<file path="src/rtl/fir_seq_pkg.sv">
// Shared widths, FSM encoding, reset coefficients and helpers for the FIR MAC sequencer.
package fir_seq_pkg;

  localparam int unsigned NTAPS  = 4;
  localparam int unsigned SAMP_W = 4;
  localparam int unsigned COEF_W = 4;
  localparam int unsigned MAG_W  = 4;
  localparam int unsigned PROD_W = 8;
  localparam int unsigned ACC_W  = 10;
  localparam int unsigned Y_W    = 8;
  localparam int unsigned CNT_W  = $clog2(NTAPS);

  typedef logic signed [SAMP_W-1:0] samp_t;
  typedef logic signed [COEF_W-1:0] coef_t;
  typedef logic signed [PROD_W-1:0] prod_t;
  typedef logic signed [ACC_W-1:0]  acc_t;
  typedef logic signed [Y_W-1:0]    y_t;

  typedef enum logic [1:0] {
    ST_IDLE = 2'd0,
    ST_MAC  = 2'd1,
    ST_OUT  = 2'd2
  } state_t;

  typedef struct packed {
    logic sat;
    y_t   y;
  } res_t;

  // Element [0] is tap 0.
  localparam coef_t [NTAPS-1:0] COEF_RST = {coef_t'(1), coef_t'(2), coef_t'(2), coef_t'(1)};

  localparam acc_t ACC_YMAX = acc_t'(127);
  localparam acc_t ACC_YMIN = acc_t'(-128);

  // Two's-complement magnitude; -8 maps to 4'b1000 (8) which fits unsigned.
  function automatic logic [MAG_W-1:0] mag4(input logic [MAG_W-1:0] v);
    return v[MAG_W-1] ? MAG_W'(~v + MAG_W'(1)) : v;
  endfunction

  function automatic res_t sat8(input acc_t a);
    res_t r;
    r.sat = (a > ACC_YMAX) || (a < ACC_YMIN);
    if (a > ACC_YMAX)      r.y = y_t'(ACC_YMAX);
    else if (a < ACC_YMIN) r.y = y_t'(ACC_YMIN);
    else                   r.y = y_t'(a);
    return r;
  endfunction

endpackage

</file>
<file path="src/rtl/fir_mac_sequencer_if.sv">
// Sample, coefficient-config and result handshake bundle for the FIR MAC sequencer.
interface fir_mac_sequencer_if;
  import fir_seq_pkg::*;

  logic             in_valid;
  logic             in_ready;
  samp_t            x;
  logic             cfg_we;
  logic [CNT_W-1:0] cfg_addr;
  coef_t            cfg_data;
  logic             out_valid;
  logic             out_ready;
  y_t               y;
  logic             sat;
  logic             busy;

  modport master (
    output in_valid, x, cfg_we, cfg_addr, cfg_data, out_ready,
    input  in_ready, out_valid, y, sat, busy
  );

  modport slave (
    input  in_valid, x, cfg_we, cfg_addr, cfg_data, out_ready,
    output in_ready, out_valid, y, sat, busy
  );
endinterface

</file>
<file path="src/rtl/fir_mac_sequencer_vedic_mul4.sv">
// Combinational 4x4 unsigned Vedic (Urdhva Tiryagbhyam) multiplier built from 2x2 blocks.
module vedic_mul4
  import fir_seq_pkg::*;
(
  input  logic [MAG_W-1:0]  a,
  input  logic [MAG_W-1:0]  b,
  output logic [PROD_W-1:0] p_c
);

  function automatic logic [3:0] mul2(input logic [1:0] u, input logic [1:0] v);
    logic [3:0] q;
    logic       c1;
    q[0] = u[0] & v[0];
    q[1] = (u[1] & v[0]) ^ (u[0] & v[1]);
    c1   = (u[1] & v[0]) & (u[0] & v[1]);
    q[2] = (u[1] & v[1]) ^ c1;
    q[3] = (u[1] & v[1]) & c1;
    return q;
  endfunction

  logic [3:0] pp_ll, pp_lh, pp_hl, pp_hh;

  assign pp_ll = mul2(a[1:0], b[1:0]);
  assign pp_lh = mul2(a[1:0], b[3:2]);
  assign pp_hl = mul2(a[3:2], b[1:0]);
  assign pp_hh = mul2(a[3:2], b[3:2]);

  // Crosswise partials carry weight 4, the high vertical partial weight 16.
  assign p_c = PROD_W'(pp_ll)
             + (PROD_W'(pp_lh) << 2)
             + (PROD_W'(pp_hl) << 2)
             + (PROD_W'(pp_hh) << 4);

endmodule

</file>
<file path="src/rtl/fir_mac_sequencer.sv">
// 4-tap FIR filter computed one tap per cycle on a single shared multiplier,
// with valid/ready sample input, saturating result output and IDLE-only coefficient writes.
module fir_mac_sequencer #(
  parameter int unsigned NTAPS = fir_seq_pkg::NTAPS
) (
  input logic               clk,
  input logic               rst,
  fir_mac_sequencer_if.slave bus
);
  import fir_seq_pkg::*;

  state_t             state_q, state_nx;
  logic [CNT_W-1:0]   cnt_q, cnt_nx;
  acc_t               acc_q, acc_nx;
  res_t               res_q, res_nx;
  logic               ov_q, ov_nx;
  samp_t [NTAPS-1:0]  d_q, d_nx;
  coef_t [NTAPS-1:0]  coef_q, coef_nx;
  logic               in_ready_q, in_ready_nx;
  logic               busy_q, busy_nx;

  coef_t              cur_coef;
  samp_t              cur_d;
  logic [MAG_W-1:0]   mag_coef, mag_d;
  logic [PROD_W-1:0]  prod_u;
  logic               neg;
  prod_t              prod;
  acc_t               sum;

  // Sign-magnitude multiply: unsigned core, sign reapplied afterwards.
  assign cur_coef = coef_q[cnt_q];
  assign cur_d    = d_q[cnt_q];
  assign mag_coef = mag4(cur_coef);
  assign mag_d    = mag4(cur_d);
  assign neg      = cur_coef[COEF_W-1] ^ cur_d[SAMP_W-1];

  vedic_mul4 u_mul (
    .a   (mag_coef),
    .b   (mag_d),
    .p_c (prod_u)
  );

  assign prod = neg ? prod_t'(~prod_u + PROD_W'(1)) : prod_t'(prod_u);
  assign sum  = acc_q + acc_t'(prod);

  always_ff @(posedge clk or negedge rst) begin
    if (!rst) begin
      state_q    <= ST_IDLE;
      cnt_q      <= '0;
      acc_q      <= '0;
      res_q      <= '0;
      ov_q       <= 1'b0;
      d_q        <= '0;
      coef_q     <= COEF_RST;
      in_ready_q <= 1'b1;
      busy_q     <= 1'b0;
    end else begin
      state_q    <= state_nx;
      cnt_q      <= cnt_nx;
      acc_q      <= acc_nx;
      res_q      <= res_nx;
      ov_q       <= ov_nx;
      d_q        <= d_nx;
      coef_q     <= coef_nx;
      in_ready_q <= in_ready_nx;
      busy_q     <= busy_nx;
    end
  end

  always_comb begin
    state_nx    = state_q;
    cnt_nx      = cnt_q;
    acc_nx      = acc_q;
    res_nx      = res_q;
    ov_nx       = ov_q;
    d_nx        = d_q;
    coef_nx     = coef_q;
    in_ready_nx = in_ready_q;
    busy_nx     = busy_q;

    unique case (state_q)
      ST_IDLE: begin
        // A same-cycle write is visible to the sample accepted alongside it.
        if (bus.cfg_we) coef_nx[bus.cfg_addr] = bus.cfg_data;
        if (bus.in_valid && in_ready_q) begin
          d_nx     = {d_q[NTAPS-2:0], bus.x};
          cnt_nx   = '0;
          acc_nx   = '0;
          state_nx = ST_MAC;
        end
      end
      ST_MAC: begin
        if (cnt_q == CNT_W'(NTAPS-1)) begin
          res_nx   = sat8(sum);
          ov_nx    = 1'b1;
          state_nx = ST_OUT;
        end else begin
          acc_nx = sum;
          cnt_nx = cnt_q + CNT_W'(1);
        end
      end
      ST_OUT: begin
        if (bus.out_ready) begin
          ov_nx    = 1'b0;
          state_nx = ST_IDLE;
        end
      end
      default: state_nx = ST_IDLE;
    endcase

    in_ready_nx = (state_nx == ST_IDLE);
    busy_nx     = (state_nx != ST_IDLE);
  end

  assign bus.in_ready  = in_ready_q;
  assign bus.out_valid = ov_q;
  assign bus.y         = res_q.y;
  assign bus.sat       = res_q.sat;
  assign bus.busy      = busy_q;

endmodule

</file>
<file path="src/flat_wrapper.sv">
// flat-port wrapper written by rule: the top's interface ports become plain ports
module fir_mac_sequencer_flat import fir_seq_pkg::*;
#(
  parameter int unsigned NTAPS = fir_seq_pkg::NTAPS
)
  (clk, rst, bus_in_valid, bus_x, bus_cfg_we, bus_cfg_addr, bus_cfg_data, bus_out_ready, bus_in_ready, bus_out_valid, bus_y, bus_sat, bus_busy);
  fir_mac_sequencer_if bus_i ();
  input logic clk;
  input logic rst;
  input wire logic [$bits(bus_i.in_valid)-1:0] bus_in_valid;
  input wire logic [$bits(bus_i.x)-1:0] bus_x;
  input wire logic [$bits(bus_i.cfg_we)-1:0] bus_cfg_we;
  input wire logic [$bits(bus_i.cfg_addr)-1:0] bus_cfg_addr;
  input wire logic [$bits(bus_i.cfg_data)-1:0] bus_cfg_data;
  input wire logic [$bits(bus_i.out_ready)-1:0] bus_out_ready;
  output wire logic [$bits(bus_i.in_ready)-1:0] bus_in_ready;
  output wire logic [$bits(bus_i.out_valid)-1:0] bus_out_valid;
  output wire logic [$bits(bus_i.y)-1:0] bus_y;
  output wire logic [$bits(bus_i.sat)-1:0] bus_sat;
  output wire logic [$bits(bus_i.busy)-1:0] bus_busy;
  assign bus_i.in_valid = bus_in_valid;
  assign bus_i.x = bus_x;
  assign bus_i.cfg_we = bus_cfg_we;
  assign bus_i.cfg_addr = bus_cfg_addr;
  assign bus_i.cfg_data = bus_cfg_data;
  assign bus_i.out_ready = bus_out_ready;
  assign bus_in_ready = bus_i.in_ready;
  assign bus_out_valid = bus_i.out_valid;
  assign bus_y = bus_i.y;
  assign bus_sat = bus_i.sat;
  assign bus_busy = bus_i.busy;
  fir_mac_sequencer #(.NTAPS(NTAPS)) u_core (.clk(clk), .rst(rst), .bus(bus_i));
endmodule
</file>
<file path="config.mk">
export PLATFORM = sky130hd
export DESIGN_NAME = fir_mac_sequencer_flat
export DESIGN_NICKNAME = d
export VERILOG_FILES = /design/src/rtl/fir_seq_pkg.sv /design/src/rtl/fir_mac_sequencer_if.sv /design/src/rtl/fir_mac_sequencer_vedic_mul4.sv /design/src/rtl/fir_mac_sequencer.sv /design/src/flat_wrapper.sv
export SDC_FILE = /design/constraint.sdc
export NUM_CORES = 1
export LEC_CHECK = 0
export CAP_MARGIN = 10
export CELL_PAD_IN_SITES_DETAIL_PLACEMENT = 1
export CELL_PAD_IN_SITES_GLOBAL_PLACEMENT = 1
export CORE_ASPECT_RATIO = 1.75
export CORE_MARGIN = 1
export CORE_UTILIZATION = 53
export CTS_BUF_LIST = sky130_fd_sc_hd__clkbuf_2
export DETAILED_ROUTE_END_ITERATION = 12
export PLACE_DENSITY_LB_ADDON = 0.1
export SLEW_MARGIN = 20
export SYNTH_ARGS = -nofsm -noshare
export SYNTH_HDL_FRONTEND = slang
export SYNTH_SLANG_ARGS = --single-unit
</file>
<file path="constraint.sdc">
create_clock -name clk -period 9.9 [get_ports clk]
set_input_delay 1.98 -clock clk [delete_from_list [all_inputs] [get_ports clk]]
set_output_delay 1.98 -clock clk [all_outputs]
set_load 0.01 [all_outputs]
</file>
==> results of run 1 <==
-- worst paths after layout --
path / to / slack [ns]
max in group asynchronous: u_core.coef_q[10] / 7.79
setup / recovery: u_core.bus.sat / 3.21
hold reg to reg: u_core.coef_q[10] / 0.52
setup reg to reg: u_core.bus.sat / 3.21
hold / removal: u_core.coef_q[10] / 0.52
min in group asynchronous: u_core.acc_q[5] / 1.56
-- kinds of logic after synthesis --
family	Yosys count	synth area share (%)
AND/OR/NAND/NOR	80	11.3
multiplexers	43	16.1
buffers and inverters	26	3.19
AO/OA/AOI/OAI	60	11.6
flip-flops	58	40.8
adder cells (fa/ha/maj)	31	12.1
XOR/XNOR	16	4.87
-- cell usage in the layout, fill, tap and decap left out, types with 6 or more instances in the layout --
cell type        instances
fa_1                     6
inv_1                   18
a31oi_1                  7
clkbuf_2                10
o21ai_0                  7
nand2_1                 15
nor2_1                  30
mux2_2                  33
dfrtp_1                 53
ha_1                    25
a21oi_1                 13
a22o_1                   8
mux4_2                   7
clkdlybuf4s50_1         25
xnor2_1                 11
o21ai_1                  7
-- registers in the layout, indices dropped and copies added (netlist names) --
register and count:
u_core.bus.in_ready 1, u_core.cnt_q 2, u_core.bus.sat 1, u_core.bus.busy 1, u_core.d_q 16, u_core.acc_q 10, u_core.state_q 2, u_core.coef_q 16
u_core.bus.out_valid 1, u_core.bus.y 8
-- per-stage QoR --
stage | util, % | setup WS (ns) | hold slack (ns) | cell area [µm²] | std cells
after floorplan | - | 4.18 | 0.456 | 3570 | 314
after global placement | 59.5 | 3.51 | 0.473 | 3890 | 415
after detailed placement | 59.5 | 3.28 | 0.488 | 3890 | 415
after CTS | 61.1 | 3.21 | 0.526 | 4000 | 431
after global routing | 61.1 | 2.73 | 0.540 | 4000 | 431
final | 61.1 | 3.21 | 0.517 | 4000 | 431
-- worst register-to-register path, cell delays in order (launching register included) --
cell	delay [ns]
dfrtp_1	0.77
mux4_2	0.64
inv_1	0.16
ha_1	0.25
mux2i_1	0.33
nor2_1	0.10
ha_1	0.20
ha_1	0.27
inv_1	0.05
fa_1	0.41
inv_1	0.07
ha_1	0.19
fa_1	0.46
nor3b_1	0.29
and2_1	0.22
nor4b_1	0.46
a221oi_4	0.17
inv_1	0.11
ha_1	0.28
or3_1	0.41
o211ai_1	0.21
nor2_4	0.11
or2_2	0.31
a31oi_1	0.15
-- layer usage --
layer | global-route usage, % | wire length [µm] | up-vias
met1 | 24.2 | 2910 | 1315
li1 | - | - | 1186
met4 | 15.8 | 391 | 0
met5 | 0 | 0 | -
met2 | 50.1 | 4920 | 43
met3 | 5.37 | 169 | 28
-- layout make-up --
type / count / area share (%)
flip-flops and latches: 58 / 36.5
clock inverters: 6 / 1.44
clock buffers: 10 / 1.25
repair buffers: 27 / 6.58
multi-input cells: 230 / 50.0
inverters: 18 / 1.69
well taps: 82 / 2.57
==> results.cfg, run 1 <==
[floorplanning]
io_pins = 27
die_w_um = 64.0
chipHeight_um = 111
die_area_um2 = 7080
num_rows = 39
core_um2 = 6540
start_util_pct = 54.6

[placed_design]
gp_congestion = 0.821
io_buffers = 26
dp_hpwl_um = 6610

[final_layout]
n_antenna_cell = 0
syn2layout_area_growth_pct = 12.0
layout-drive-gt1-share_pct = 20.3
num-nets-final = 390
ff_latch_area_um2 = 1460
fill_cells = 700
multi_input_area_um2 = 2000

[yosys]
synth_edf_count = 0
syn-instance-count = 314
async_reset_ff_share_pct = 100
synth_common_cells = dfrtp_1 (53), mux2_2 (33), nor2_1 (30)
ys_types = 50
yosysWarnings = 0
synth_seq_cells = 58
synth_flop_cell = dfrtp_1
synth_area_um2 = 3570
synth_area_per_cell_um2 = 11.4
yosys-top-cells-area = dfrtp_1 (37%), mux2_2 (10%), ha_1 (8.8%)
syn_nets = 360
synth_top_area_share_pct = 37.2
synth.most_common_cell = dfrtp_1
synth_top_cell_by_area = dfrtp_1
ys_seq_area_share_pct = 40.8

[min_path]
hold_class = flop to flop
hold_depth = 1
hp-start = u_core.coef_q[10]

[routing]
viasPerCell = 5.97
wirelength_um = 8390
first_iter_violations = 61
num_vias = 2572
wire_per_inst_um = 19.5
firstDrtPassIters = 4
drc = 0
antenna_left = 0

[worst_setup_path]
worstSetupStartpointType = flop
setup.worst_path.end_class = flop
worstPathArrival_ns = 7.13
critPathRequiredTime_ns = 10.35
worstSetupPathType = flop to flop
path_cells = mux4_2 > inv_1 > ha_1 > mux2i_1 > nor2_1 > ha_1 > ha_1 > inv_1 > fa_1 > inv_1 > ha_1 > fa_1 > nor3b_1 > and2_1 > nor4b_1 > a221oi_4 > inv_1 > ha_1 > or3_1 > o211ai_1 > nor2_4 > or2_2 > a31oi_1
crit_start = u_core.cnt_q[0]
crit_family = adder cells
crit_slowest_cell = dfrtp_1
reg2reg_from = u_core.cnt_q[0]
crit_fanout = 11
r2r_cells = 23
path_depth = 23
cpMostUsedCell = ha_1
worst-path-buf-inv = 4
max_stage_delay_ns = 0.77

[sta]
finalCriticalPeriod_ns = 6.69
fin_tns_setup_ns = 0
rsz0062_at_grt = false
max_slew_margin_pct = 40.9
finalClockSkew_ns = 0.0377
finalCritPeriodShare_pct = 67.5
slew_viol_final = 0
worst_slew_pin_slew_ns = 0.884
finalHoldViolCount = 0
clock.fmax_mhz = 150
setup_viol = 0

[clock_network]
post_cts_buffers = 0
cts_resized = 0
clockBufferDepth = 2
cts.clk_slew.worst_paths_ns = 0.18
cts_tree = done
clock-root-buffer = clkbuf_2
ctsHoldBuffers = 0
cts_buffers = 9
clkSinkCount = 58
htree_levels = 3
clk_latency_ns = 0.51

[grt]
grt_start_max_net_pins = 59
grt_util_all_layers_pct = 26.3
grt_overflow = 0
grt_pass1_wl_um = 13800
antenna_found_initial = 0
grt_pass1_vias = 2836

[flow_run]
max_cap_viol_count = 0

[run_status]
outcome = finished clean
Power of run 1 is not shown: default switching activity piles up to over one toggle a cycle in this logic, so the estimate is an artifact.
==> run 2: changes to the inputs <==
- CORE_UTILIZATION: 53 -> 49
- clock period: 9.9 -> 7.01 ns (I/O delays scaled with it)
==> results.cfg, run 2 (synthesis results as in run 1) <==
[run_status]
outcome = finished clean

[clock_network]
post_cts_buffers = 0
cts.clk_slew.worst_paths_ns = 0.21
clock-root-buffer = clkbuf_2
clk_latency_ns = 0.55
htree_levels = 3
clockBufferDepth = 2
cts_resized = 0
ctsHoldBuffers = 0
cts_tree = done
clkSinkCount = 58
cts_buffers = 9

[final_layout]
layout-drive-gt1-share_pct = 20.9
final_common_cell = dfrtp_1
mostFrequentLayoutCells = dfrtp_1 (52), mux2_2 (33), nor2_1 (30), ha_1 (25), clkdlybuf4s50_1 (25)
num-nets-final = 390
reg.largest.list = u_core.coef_q: 16 flops, u_core.d_q: 16 flops, u_core.acc_q: 10 flops
syn2layout_area_growth_pct = 12.8

[routing]
firstDrtPassIters = 5
wire_per_inst_um = 18.5
wirelength_um = 8030
antenna_left = 0
first_iter_violations = 82
drc = 0
viasPerCell = 5.80
num_vias = 2516

[floorplanning]
num_rows = 40
start_util_pct = 51.3
chipHeight_um = 115
die_area_um2 = 7640
io_pins = 27
core_um2 = 6960
die_w_um = 66.5

[sta]
finalCritPeriodShare_pct = 90.8
finalCriticalPeriod_ns = 6.37
finalClockSkew_ns = 0.0474
fin_tns_setup_ns = 0
max_slew_margin_pct = 45.1
slew_viol_final = 0
setup_viol = 0
finalHoldViolCount = 0
clock.fmax_mhz = 157
worst_slew_pin_slew_ns = 0.820
rsz0062_at_grt = false

[placed_design]
io_buffers = 26
dp_hpwl_um = 6310
gp_congestion = 0.858

[worst_setup_path]
critPathRequiredTime_ns = 7.51
worstSetupPathType = flop to flop
worstPathArrival_ns = 6.87
setup.worst_path.end_class = flop
rrSetupSlack_ns = 0.64
crit_fanout = 11
worstSetupStartpointType = flop

[grt]
top_usage_layer = met2
antenna_found_initial = 1
gr-usage-met1_pct = 22.3
met3_usage_pct = 5.65
grt_pass1_wl_um = 13100
grt_util_all_layers_pct = 24.0
grt_pass1_vias = 2792
grt_start_max_net_pins = 59
grt_overflow = 0
grtUsageMet2_pct = 45.4

[flow_run]
max_cap_viol_count = 0

[min_path]
hold_class = flop to flop
-- run 2: stage by stage --
step	instances	utilization [%]	cell area, µm²	hold WS [ns]	setup WS (ns)
2_1_floorplan	314	-	3570	0.456	1.29
3_5_place_dp	417	55.9	3890	0.474	0.396
5_1_grt	434	57.9	4030	0.549	0.190
3_3_place_gp	417	55.9	3890	0.470	0.604
4_1_cts	433	57.8	4020	0.518	0.382
6_report	434	57.9	4030	0.516	0.642
-- run 2: worst paths after layout --
kind / cells past startpoint / from / end
worst min register to register: 2 / u_core.bus.y[1] / u_core.bus.y[1]
worst max register to register: 25 / u_core.cnt_q[0] / u_core.bus.sat
min in group asynchronous: 2 / rst / u_core.bus.y[5]
max in group asynchronous: 2 / rst / u_core.cnt_q[0]
worst min-delay path: 2 / u_core.bus.y[1] / u_core.bus.y[1]
worst max-delay path: 25 / u_core.cnt_q[0] / u_core.bus.sat
-- run 2: layer usage --
| metal | part of all wire, % | vias to the layer above |
|---|---|---|
| li1 | - | 1190 |
| met1 | 36 | 1257 |
| met2 | 57 | 45 |
| met3 | 2.5 | 24 |
| met4 | 4.4 | 0 |
| met5 | 0 | - |
-- run 2: cell type report --
class	count	area [µm²]
repair buffers	27	263
well taps	84	105
flip-flops and latches	58	1460
diodes	1	2.50
clock inverters	6	82.6
inverters	18	67.6
multi-input cells	230	2000
clock buffers	10	50.0
fillers	753	2930
-- run 2: worst max-delay path, stage by stage, from the launching register on --
cell	delay, ns
dfrtp_2	0.59
mux4_2	0.61
inv_1	0.17
ha_1	0.26
mux2i_1	0.33
nor2_1	0.08
ha_1	0.19
ha_1	0.27
inv_1	0.05
fa_1	0.41
inv_1	0.06
ha_1	0.17
fa_1	0.45
nor3b_1	0.24
and2_1	0.21
nor4b_1	0.49
a221oi_4	0.17
inv_1	0.11
ha_1	0.28
o21ai_0	0.10
o21bai_1	0.08
o31ai_1	0.09
xor2_1	0.39
nor2_4	0.09
or2_2	0.31
a31oi_1	0.15
Power of run 2 is left out for the same reason.
==> edit 1, RTL diff (settings of run 1) <==
Change the package constant `Y_W` from 8 to 9.
--- a/src/rtl/fir_seq_pkg.sv
+++ b/src/rtl/fir_seq_pkg.sv
@@ -7,7 +7,7 @@
   localparam int unsigned MAG_W  = 4;
   localparam int unsigned PROD_W = 8;
   localparam int unsigned ACC_W  = 10;
-  localparam int unsigned Y_W    = 8;
+  localparam int unsigned Y_W    = 9;
   localparam int unsigned CNT_W  = $clog2(NTAPS);
 
   typedef logic signed [SAMP_W-1:0] samp_t;
Interface: changed (resized bus_y); port bits go from 27 to 28. The function was not compared with the original's and may differ.
==> edit 1 against run 1 <==
Count of clock-buffer cells in the layout shrank 1. Setup slack better by 150 ps. Sequential share of layout area is 0.14 points higher. Synthesized area is 2.0% higher. Maximum frequency increased by 2.3%. Sequential cell count rose by 1. Design area rose by 1.3%. Non-clock buffer count is 1 higher. Hold slack got worse by 1.0 ps. Routed wire length decreased by 7.7%.
Power is left out: the tool's default activity adds up to more than one toggle a clock period on the data nets, which glitch-free logic cannot reach.
==> edit 1: results (changes against run 1) <==
Place
  – # port buffers: 27 (was 26)
  – Hpwl dp: 6.23 mm (was 6.61 mm)
  – Post-DP Area: 3970 µm² (was 3890 µm²)
  – Pre-CTS setup slack: 3250 ps (was 3280 ps)
  – GPL Wtd Cong: 0.809 (was 0.821)
  – Inst Count DP: 421 (was 415)

Worst setup path
  – Delay of the slowest critical-path stage: 710 ps (was 770 ps)
  – Required time worst endpoint: 10280 ps (was 10350 ps)
  – CP top delay family: adder cells (unchanged)

Yosys
  – Mux cell area share after synthesis: 16.1% (about the same)
  – Synth Area in Compound Gates: 10.4% (was 11.6%)
  – Adder-cell share of the synthesized area: 12.2% (was 12.1%)
  – Sequential area share after synthesis: 40.7% (was 40.8%)
  – Xor-xnor portion of the synthesized cell area: 6.74% (was 4.87%)
  – Synth cell count leaders: 54 x dfrtp_1, 33 x mux2_2, 27 x inv_1, 26 x ha_1, 26 x nor2_1 (was 53 x dfrtp_1, 33 x mux2_2, 30 x nor2_1, 25 x ha_1, 18 x inv_1)
  – Mapped Cells: 319 (was 314)
  – Dominant cells by area after synthesis: dfrtp_1 37%, mux2_2 10%, ha_1 8.9%, dfstp_2 3.6%, fa_1 3.3% (was dfrtp_1 37%, mux2_2 10%, ha_1 8.8%, mux4_2 4.4%, dfstp_2 3.7%)

Timing
  – Skew final: 23.4 ps (was 37.7 ps)
  – Slew Limit Headroom: 37.6% (was 40.9%)

Global routing
  – GRT Total Usage: 24.7% (was 26.3%)
  – Vias in the first global route: 2896 (was 2836)
  – Largest net degree at the start of global routing: 60 (was 59)

Clocking
  – Clock Latency Late Sink: 490 ps (was 510 ps)

Layout
  – Fill count: 699 (was 700)
  – Final cell count without fillers: 437 (was 431)
  – Layout cells sized above 1: 18.9% (was 20.3%)

Drt
  – Drt first-iter violations: 106 (was 61)
  – Total vias in the final route: 2498 (was 2572)
  – Avg WL per Cell: 17.7 µm (was 19.5 µm)

Status
  – Status: finished, final reports clean (unchanged)
-- edit 1: changes by cell type in the layout (fill, tap and decap cells not counted), moves of 3 or more --
cell | run 1 | this run
a21o_1 | 0 | 3
nor2_1 | 30 | 26
nand2_1 | 15 | 23
inv_1 | 18 | 27
mux4_1 | 1 | 4
o31ai_1 | 3 | 0
o21ai_1 | 7 | 11
mux4_2 | 7 | 4
a31oi_1 | 7 | 2
-- edit 1: per-stage QoR --
stage	hold WS, ps	utilization (%)
finish	516	61.4
global route	551	61.4
CTS	517	61.4
detailed placement	481	60.2
global placement	470	60.2
floorplan	456	-
-- edit 1: worst paths after layout --
path	startpoint	end	slack, ps	cells past startpoint
max reg2reg	u_core.cnt_q[0]	u_core.bus.y[6]	3360	24
min	u_core.bus.y[3]	u_core.bus.y[3]	520	2
min in group asynchronous	rst	u_core.bus.y[3]	1600	2
max in group asynchronous	rst	u_core.d_q[5]	7780	2
max	u_core.cnt_q[0]	u_core.bus.y[6]	3360	24
min reg2reg	u_core.bus.y[3]	u_core.bus.y[3]	520	2
-- edit 1: layout make-up --
| cell class | instances | area, µm² | area share, % |
|---|---|---|---|
| clock inverters | 7 | 35.0 | 0.866 |
| well taps | 82 | 103 | 2.53 |
| clock buffers | 9 | 45.0 | 1.11 |
| inverters | 27 | 101 | 2.50 |
| flip-flops and latches | 59 | 1480 | 36.6 |
| multi-input cells | 225 | 2010 | 49.6 |
| repair buffers | 28 | 273 | 6.74 |
-- edit 1: layer usage --
layer / GRT usage, % / part of all wire, %
met1: 25.4 / 36
met2: 47.0 / 60
met3: 4.30 / 1.6
met4: 10.7 / 2.0
met5: 0 / 0
==> edit 2, RTL diff (config.mk and constraints of run 1) <==
Without the edit above. The 3 states of `state_t` get a one-hot encoding in 3 bits.
--- a/src/rtl/fir_seq_pkg.sv
+++ b/src/rtl/fir_seq_pkg.sv
@@ -16,10 +16,10 @@
   typedef logic signed [ACC_W-1:0]  acc_t;
   typedef logic signed [Y_W-1:0]    y_t;
 
-  typedef enum logic [1:0] {
-    ST_IDLE = 2'd0,
-    ST_MAC  = 2'd1,
-    ST_OUT  = 2'd2
+  typedef enum logic [2:0] {
+    ST_IDLE = 3'b001,
+    ST_MAC  = 3'b010,
+    ST_OUT  = 3'b100
   } state_t;
 
   typedef struct packed {
Function: no difference found for any inputs over 10 cycles, from zero or initial values and one cycle with rst low; not proved beyond that.
==> edit 2 against run 1 <==
Critical path type unchanged. Setup slack worse by 70 ps. Sequential share of layout area is 0.11 points lower. Synthesized area is 2.2% higher. Routed wire length is 2.6% lower. Design area is 2.1% higher. Non-clock buffer count is 1 higher. Sequential cell count is 1 higher. Critical endpoint is now u_core.bus.y[5].
Power is not shown: default switching activity piles up to over one toggle a cycle in this logic, so the estimate is an artifact.
==> edit 2: results (changes against run 1) <==
Worst setup path
  – R2R cell count: 24 (was 23)
  – Worst Setup End Kind: flip-flop (unchanged)
  – CP max stage cell: dfrtp_1 (unchanged)
  – Delay of the slowest critical-path stage: 720 ps (was 770 ps)
  – Crit path DAT: 7170 ps (was 7130 ps)
  – Worst setup path endpoint: u_core.bus.y[5] (was u_core.bus.sat)
  – Reg-to-reg slack, setup: 3140 ps (was 3210 ps)

Global routing
  – Largest net degree at the start of global routing: 60 (was 59)
  – Vias in the first global route: 2895 (was 2836)
  – Met3 Usage GRT: 4.92% (was 5.37%)
  – First-pass GRT wire length: 13.8 mm (about the same)
  – Initial antenna violation count: 1 (was 0)
  – GR Util met2: 51.6% (was 50.1%)
  – GRT Total Usage: 26.0% (was 26.3%)
  – M1 GR Usage: 25.1% (was 24.2%)

Timing
  – Period minus WS final: 6760 ps (was 6690 ps)
  – Slew @ Worst Pin: 924 ps (was 884 ps)
  – Setup TNS: 0 ps (unchanged)
  – Hold_ws: 504 ps (was 517 ps)
  – Skew final: 39.8 ps (was 37.7 ps)

Yosys
  – Syn. warnings: 0 (unchanged)
  – Area share of the largest cell type after synthesis: 36.4% (was 37.2%)
  – Syn_nets: 369 (was 360)
  – Count of different cell masters after synthesis: 48 (was 50)
  – Dominant cells by area after synthesis: dfrtp_1 36%, mux2_2 11%, ha_1 8.6%, dfstp_2 4.3%, fa_1 3.3% (was dfrtp_1 37%, mux2_2 10%, ha_1 8.8%, mux4_2 4.4%, dfstp_2 3.7%)
  – Mapped Cells: 323 (was 314)
  – Sequential area share after synthesis: 40.7% (was 40.8%)
  – Synth cell count leaders: 53 x dfrtp_1, 34 x mux2_2, 26 x nor2_1, 25 x ha_1, 25 x nand2_1 (was 53 x dfrtp_1, 33 x mux2_2, 30 x nor2_1, 25 x ha_1, 18 x inv_1)

Drt
  – Total vias in the final route: 2548 (was 2572)
  – DR WL met3: 138 µm (was 169 µm)
  – Drt pass-1 iters: 4 (unchanged)
  – Met2 wire len: 5.05 mm (was 4.92 mm)
  – Post-Route WL: 8.17 mm (was 8.39 mm)
  – Wl on met1: 2.88 mm (was 2.91 mm)
  – Drt first-iter violations: 109 (was 61)

Place
  – Post-DP Area: 3970 µm² (was 3890 µm²)
  – GPL Wtd Cong: 0.827 (was 0.821)
  – Inst Count DP: 424 (was 415)
  – Hpwl dp: 6.46 mm (was 6.61 mm)

Status
  – Status: finished, final reports clean (unchanged)

Hold path
  – WHS Path Cells: 2 (was 1)
  – Hold path endpoint: u_core.bus.y[7] (was u_core.coef_q[10])
  – Min-delay src: u_core.bus.y[7] (was u_core.coef_q[10])

Clocking
  – Total CTS buffers: 9 (unchanged)
  – Clock slew seen by the registers of the worst setup and hold paths: 160 ps (was 180 ps)

Layout
  – Nets: 399 (was 390)
  – Final cell count without fillers: 440 (was 431)
  – Layout cells sized above 1: 19.3% (was 20.3%)
## edit 2: changes by cell type in the layout (fill, tap and decap cells not counted), moves of 4 or more
cell      before  now
nand2_1       15   25
a21o_1         0    5
a31oi_1        7    1
nor2_1        30   26
a22o_1         8    1
o22ai_1        1   10
a21boi_0       0    5
o211ai_1       4    0
## edit 2: kinds of logic (layout without fill, tap and decap cells)
family          Yosys count  in the layout  synth area share, %
other cells               0              1                    0
simple gates             79             79                 10.3
xor+xnor                 20             20                 6.04
compound gates           63             63                 11.3
mux                      45             45                 16.7
fa+ha+maj                31             31                 11.9
buf+inv                  26             60                 3.12
flops                    59             59                 40.7
## edit 2: final cells by class
class                   instances  area (µm²)
clock inverters                 6        57.6
clock buffers                   9        45.0
repair buffers                 28         270
well taps                      82         103
fillers                       708        2510
inverters                      17        63.8
multi-input cells             238        2050
diodes                          1        2.50
flip-flops and latches         59        1480
